`config.mk`:
```
export PLATFORM = sky130hd
export DESIGN_NAME = branch_prediction_table
export DESIGN_NICKNAME = d
export VERILOG_FILES = /design/src/rtl/branch_prediction_table.sv
export SDC_FILE = /design/constraint.sdc
export NUM_CORES = 1
export LEC_CHECK = 0
export BUFFER_PORTS_ARGS = -buffer_cell sky130_fd_sc_hd__buf_2
export CORE_MARGIN = 1.5
export CORE_UTILIZATION = 53
export DETAILED_ROUTE_END_ITERATION = 7
export GPL_TIMING_DRIVEN = 0
export HOLD_SLACK_MARGIN = 0.15
export PLACE_DENSITY = 0.76
export SETUP_SLACK_MARGIN = 0.15
export SLEW_MARGIN = 20
export SYNTH_ARGS = -nofsm -noshare
export SYNTH_HDL_FRONTEND = slang
export SYNTH_SLANG_ARGS = --single-unit
```
`constraint.sdc`:
```
create_clock -name clk -period 1.9 [get_ports clk]
set_input_delay 0.57 -clock clk [delete_from_list [all_inputs] [get_ports clk]]
set_output_delay 0.57 -clock clk [all_outputs]
set_load 0.03 [all_outputs]
```
`src/rtl/branch_prediction_table.sv`:
```
// Fetch-side bimodal/gshare predictor: saturating counter table with
// speculative global history, repair on mispredict, and saturating stats.
module branch_prediction_table #(
  parameter int ADDR_W = 5,
  parameter int CNT_W  = 2,
  parameter int HIST_W = 0,
  parameter int STAT_W = 16,
  localparam int HW    = (HIST_W > 0) ? HIST_W : 1
) (
  input  logic              clk,
  input  logic              arst_n,
  input  logic              en,
  input  logic              rd_valid,
  input  logic [ADDR_W-1:0] rd_addr,
  output logic              prediction,
  output logic              pred_valid,
  output logic [HW-1:0]     pred_hist,
  input  logic              upd_valid,
  input  logic [ADDR_W-1:0] upd_addr,
  input  logic [HW-1:0]     upd_hist,
  input  logic              upd_taken,
  input  logic              upd_mispredict,
  output logic [STAT_W-1:0] stat_lookups,
  output logic [STAT_W-1:0] stat_mispredicts
);

  localparam int DEPTH = 1 << ADDR_W;
  localparam logic [CNT_W-1:0] CNT_RST =
    CNT_W'((1 << (CNT_W - 1)) - 1);
  localparam logic [CNT_W-1:0] CNT_ONE = CNT_W'(1);
  localparam logic [CNT_W-1:0] CNT_MAX = '1;
  localparam logic [CNT_W-1:0] CNT_MIN = '0;
  localparam logic [STAT_W-1:0] STAT_ONE = STAT_W'(1);
  localparam logic [STAT_W-1:0] STAT_MAX = '1;

  logic [CNT_W-1:0]  cnt_q [DEPTH];
  logic [CNT_W-1:0]  cnt_d [DEPTH];
  logic [HW-1:0]     ghr_q, ghr_d;
  logic [HW-1:0]     hist_q, hist_d;
  logic              pred_q, pred_d;
  logic              pv_q, pv_d;
  logic [STAT_W-1:0] lk_q, lk_d;
  logic [STAT_W-1:0] mp_q, mp_d;

  logic [ADDR_W-1:0] ghr_ext, uh_ext;
  logic [ADDR_W-1:0] rd_idx, upd_idx;
  logic [CNT_W-1:0]  upd_old, upd_new, rd_cnt;
  logic              rd_en, upd_en, rep_en;

  assign rd_en  = en & rd_valid;
  assign upd_en = en & upd_valid;
  assign rep_en = upd_en & upd_mispredict;

  always_comb begin
    ghr_ext = '0;
    uh_ext  = '0;
    if (HIST_W > 0) begin
      ghr_ext[HW-1:0] = ghr_q;
      uh_ext[HW-1:0]  = upd_hist;
    end
    rd_idx  = rd_addr ^ ghr_ext;
    upd_idx = upd_addr ^ uh_ext;
  end

  always_comb begin
    upd_old = cnt_q[upd_idx];
    upd_new = upd_old;
    if (upd_taken) begin
      if (upd_old != CNT_MAX) upd_new = upd_old + CNT_ONE;
    end else begin
      if (upd_old != CNT_MIN) upd_new = upd_old - CNT_ONE;
    end
  end

  // Write-first: a same-index update is seen by this cycle's lookup
  always_comb begin
    rd_cnt = cnt_q[rd_idx];
    if (upd_en && (upd_idx == rd_idx)) rd_cnt = upd_new;
  end

  always_comb begin
    for (int i = 0; i < DEPTH; i++) cnt_d[i] = cnt_q[i];
    if (upd_en) cnt_d[upd_idx] = upd_new;
  end

  // Repair beats the speculative shift when both happen together
  always_comb begin
    ghr_d = ghr_q;
    if (rep_en)
      ghr_d = (upd_hist << 1) | HW'(upd_taken);
    else if (rd_en)
      ghr_d = (ghr_q << 1) | HW'(rd_cnt[CNT_W-1]);
    if (HIST_W == 0) ghr_d = '0;
  end

  always_comb begin
    pred_d = pred_q;
    hist_d = hist_q;
    pv_d   = 1'b0;
    if (rd_en) begin
      pred_d = rd_cnt[CNT_W-1];
      hist_d = ghr_q;
      pv_d   = 1'b1;
    end
  end

  always_comb begin
    lk_d = lk_q;
    mp_d = mp_q;
    if (rd_en && (lk_q != STAT_MAX)) lk_d = lk_q + STAT_ONE;
    if (rep_en && (mp_q != STAT_MAX)) mp_d = mp_q + STAT_ONE;
  end

  always_ff @(posedge clk or negedge arst_n) begin
    if (!arst_n) begin
      for (int i = 0; i < DEPTH; i++) cnt_q[i] <= CNT_RST;
      ghr_q  <= '0;
      hist_q <= '0;
      pred_q <= 1'b0;
      pv_q   <= 1'b0;
      lk_q   <= '0;
      mp_q   <= '0;
    end else begin
      for (int i = 0; i < DEPTH; i++) cnt_q[i] <= cnt_d[i];
      ghr_q  <= ghr_d;
      hist_q <= hist_d;
      pred_q <= pred_d;
      pv_q   <= pv_d;
      lk_q   <= lk_d;
      mp_q   <= mp_d;
    end
  end

  assign prediction       = pred_q;
  assign pred_valid       = pv_q;
  assign pred_hist        = hist_q;
  assign stat_lookups     = lk_q;
  assign stat_mispredicts = mp_q;

endmodule
```
==> metrics.cfg <==
[route]
wire_per_inst_um = 19.8
wl_met1_um = 5950
top_layer_used = met4
drt_pass1_iterations = 5
drtIter0Drc = 256
drc = 0
wl_um = 14300
route.met3.wl_um = 1020
vias = 4252
route.met2.wl_um = 6900
via_per_inst = 5.88
ant_nets = 0

[final_layout]
fin_util_pct = 71.9
diodes = 0
syn_to_final_growth_pct = 30.6
nNetsFinal = 609
instances_no_fill = 723
drive_gt1_share_pct = 46.0

[cts]
cts_tree = done
root_buffer = clkbuf_8
cts_sinks = 98
htreeDepth = 3
cts_buffers = 9
cts.path.max_buffers = 2
clk_pin_slew_ps = 100
clock_latency_ps = 380

[yosys]
synth_commonest_cells = nor2_1 (67), dfrtp_1 (66), nand2_1 (52), mux2i_1 (36), dfstp_2 (32)
synth_edf_count = 0
synth_top_flop_cell = dfrtp_1
yosysSeqAreaShare_pct = 48.8
yosys.area.top_type_share_pct = 32.3
syn_area_per_cell_sq_um = 10.2
synth.area.top_cells = dfrtp_1 (32%), dfstp_2 (16%), mux2i_1 (7.0%)
netlist_area_sq_mm = 0.00511
syn-num-nets = 519
netlist_instances = 499
synth_cell_types = 50
yosys_warnings = 0
yosysTopAreaCell = dfrtp_1
synth-seq-cells = 98
yosysMostFrequentCell = nor2_1
synth-async-reset-ratio_pct = 100

[global_routing]
grt_usage_pct = 27.5
grt_pass1_vias = 3924
grt_pass1_wl_um = 21200
grt.overflow.total = 0
grt_max_degree = 78
antenna_found_initial = 0

[hold_path]
hold_path_class = register to register

[critical_path]
crit_path_max_fanout = 6
crit_chain = buf_2 -> or3_1 -> o22ai_1 -> o41ai_2 -> and4_2 -> maj3_4 -> buf_12 -> a21oi_2
arrival_ps = 2490
crit_buf_inv = 2
worst_path_max_delay_cell = maj3_4
critPathKind = input port to register
critPathTopFamily = simple AND/OR/NAND/NOR gates
max_stage_delay_ps = 430
endpoint_kind = register
cp-start-kind = input port
required_ps = 2200

[sta]
setup_viol = 65
timing.final.crit_share_pct = 115
totalNegativeSetupSlack_ps = -15730
layout_setup_ws_ps = -293
fin_skew_ps = 15.4
fmax_mhz = 456
maxSlewHeadroom_pct = 53.2
tightest_slew_ps = 696
grt_setup_unrepaired = yes
min_period_ps = 2190
finalHoldViolCount = 0
slew_violations = 0

[pwr]
intPower_mw = 4.09
max-vdd-ir-drop_uv = 846
clkPwrFrac_pct = 22.8
finalPower_mw = 6.31
pwr-share-comb_pct = 31.0
p_leak_nw = 2.83
power.switching_mw = 2.22
p_sw_share_pct = 35.2
powerDensity_mw_per_mm2 = 945
seq_power_share_pct = 46.2

[outcome]
violations = setup timing
status = complete, but fails checks

[floorplan]
rows = 35
die_area_sq_mm = 0.0102
core_area_sq_mm = 0.00928
io_pins = 53
start_util_pct = 55.1
die_w_um = 101
die_h_um = 101

[place]
dp_hpwl_um = 9100
routabilityCongestion = 0.981
pre_cts_ws_ps = -790
io_buffers = 44
placed_cells = 673

[job]
maxCapViolCount = 0

power groups by stage:
| stage | registers [mW] | clock network, mW | logic, mW |
|---|---|---|---|
| 2_1_floorplan | 3.06 | 0 | 0.898 |
| 3_3_place_gp | 2.88 | 0 | 1.51 |
| 3_5_place_dp | 2.91 | 0 | 1.54 |
| 4_1_cts | 2.87 | 1.46 | 1.68 |
| 5_1_grt | 2.96 | 1.54 | 2.09 |
| 6_report | 2.91 | 1.44 | 1.96 |
what timing repair did:
| action | 4_1_cts | 5_1_grt |
|---|---|---|
| pin swaps | 11 | 29 |
| gates cloned | 1 | 4 |
| setup endpoints to repair | 77 | 86 |
| hold buffers | 1 | 0 |
| gates resized for setup | 22 | 67 |
| buffers inserted | 19 | 9 |
| hold endpoints to repair | 10 | 0 |
final cells by class:
type,count,area [sq um]
fillers,657,2610
multi-input cells,371,2840
flip-flops and latches,98,2510
inverters,5,18.8
clock inverters,6,72.6
plain buffers,26,284
repair buffers,78,657
clock buffers,10,138
well taps,129,161
logic make-up (layout without fill, tap and decap cells):
group / count (synthesis) / count (layout) / share of synthesized area, %
other cells: 1 / 1 / 0.0734
buf+inv: 31 / 125 / 3.67
simple gates: 190 / 190 / 17.4
compound gates: 94 / 94 / 12.2
xor+xnor: 34 / 34 / 5.82
flops: 98 / 98 / 48.8
fa+ha+maj: 4 / 5 / 0.930
mux: 47 / 47 / 11.2
through the flow:
step | cell area, sq um | hold slack (ps)
after global placement | 5720 | 451
after CTS | 6230 | 468
after floorplan | 5340 | 274
final | 6680 | 468
after global routing | 6680 | 480
after detailed placement | 5750 | 439
sequential cells by signal (all words and copies together) (netlist names):
register and cells:
cnt_q 64, pred_valid 1, prediction 1, stat_lookups 16, stat_mispredicts 16
cell usage in the layout (no fill, tap or decap), types with 4 or more instances in the layout:
master | synthesis | layout
a21oi_2 | 20 | 36
and2_1 | 7 | 6
and3_4 | 0 | 4
and4_1 | 7 | 4
buf_12 | 1 | 8
buf_2 | 8 | 44
buf_4 | 5 | 19
buf_6 | 2 | 15
buf_8 | 1 | 4
clkbuf_2 | 0 | 4
clkbuf_8 | 0 | 11
dfrtp_1 | 66 | 52
dfrtp_2 | 0 | 14
dfstp_2 | 32 | 32
inv_1 | 5 | 5
mux2i_1 | 36 | 27
mux2i_2 | 0 | 5
mux2i_4 | 0 | 4
mux4_2 | 8 | 8
nand2_1 | 52 | 49
nand2b_1 | 7 | 7
nand3_1 | 15 | 7
nand3_2 | 0 | 7
nand4_1 | 8 | 8
nor2_1 | 67 | 62
nor3_1 | 7 | 6
o21ai_0 | 5 | 5
o21ai_1 | 20 | 13
o21ai_2 | 0 | 7
o22ai_1 | 11 | 10
xnor2_1 | 26 | 21
xnor2_2 | 0 | 5
xor2_1 | 8 | 8
tightest hold or removal path, cell delays in order (launching register included):
cell,delay [ps]
dfstp_2,380
nand2_1,40
o21ai_1,50
worst paths after layout:
kind | from | to | slack (ps) | cells after the start
min reg2reg | cnt_q[28] | cnt_q[28] | 470 | 2
min | cnt_q[28] | cnt_q[28] | 470 | 2
max in group asynchronous | arst_n | cnt_q[8] | 620 | 3
min in group asynchronous | arst_n | cnt_q[55] | 600 | 2
max | upd_addr[3] | cnt_q[23] | -290 | 8
max reg2reg | cnt_q[29] | cnt_q[41] | -270 | 7
routing by layer:
| metal | GRT usage (%) | up-vias |
|---|---|---|
| met5 | 0 | - |
| met1 | 37.6 | 2067 |
| met4 | 9.08 | 0 |
| li1 | - | 1946 |
| met3 | 5.24 | 46 |
| met2 | 44.6 | 193 |
No activity file was read; power rests on OpenSTA's default activity.
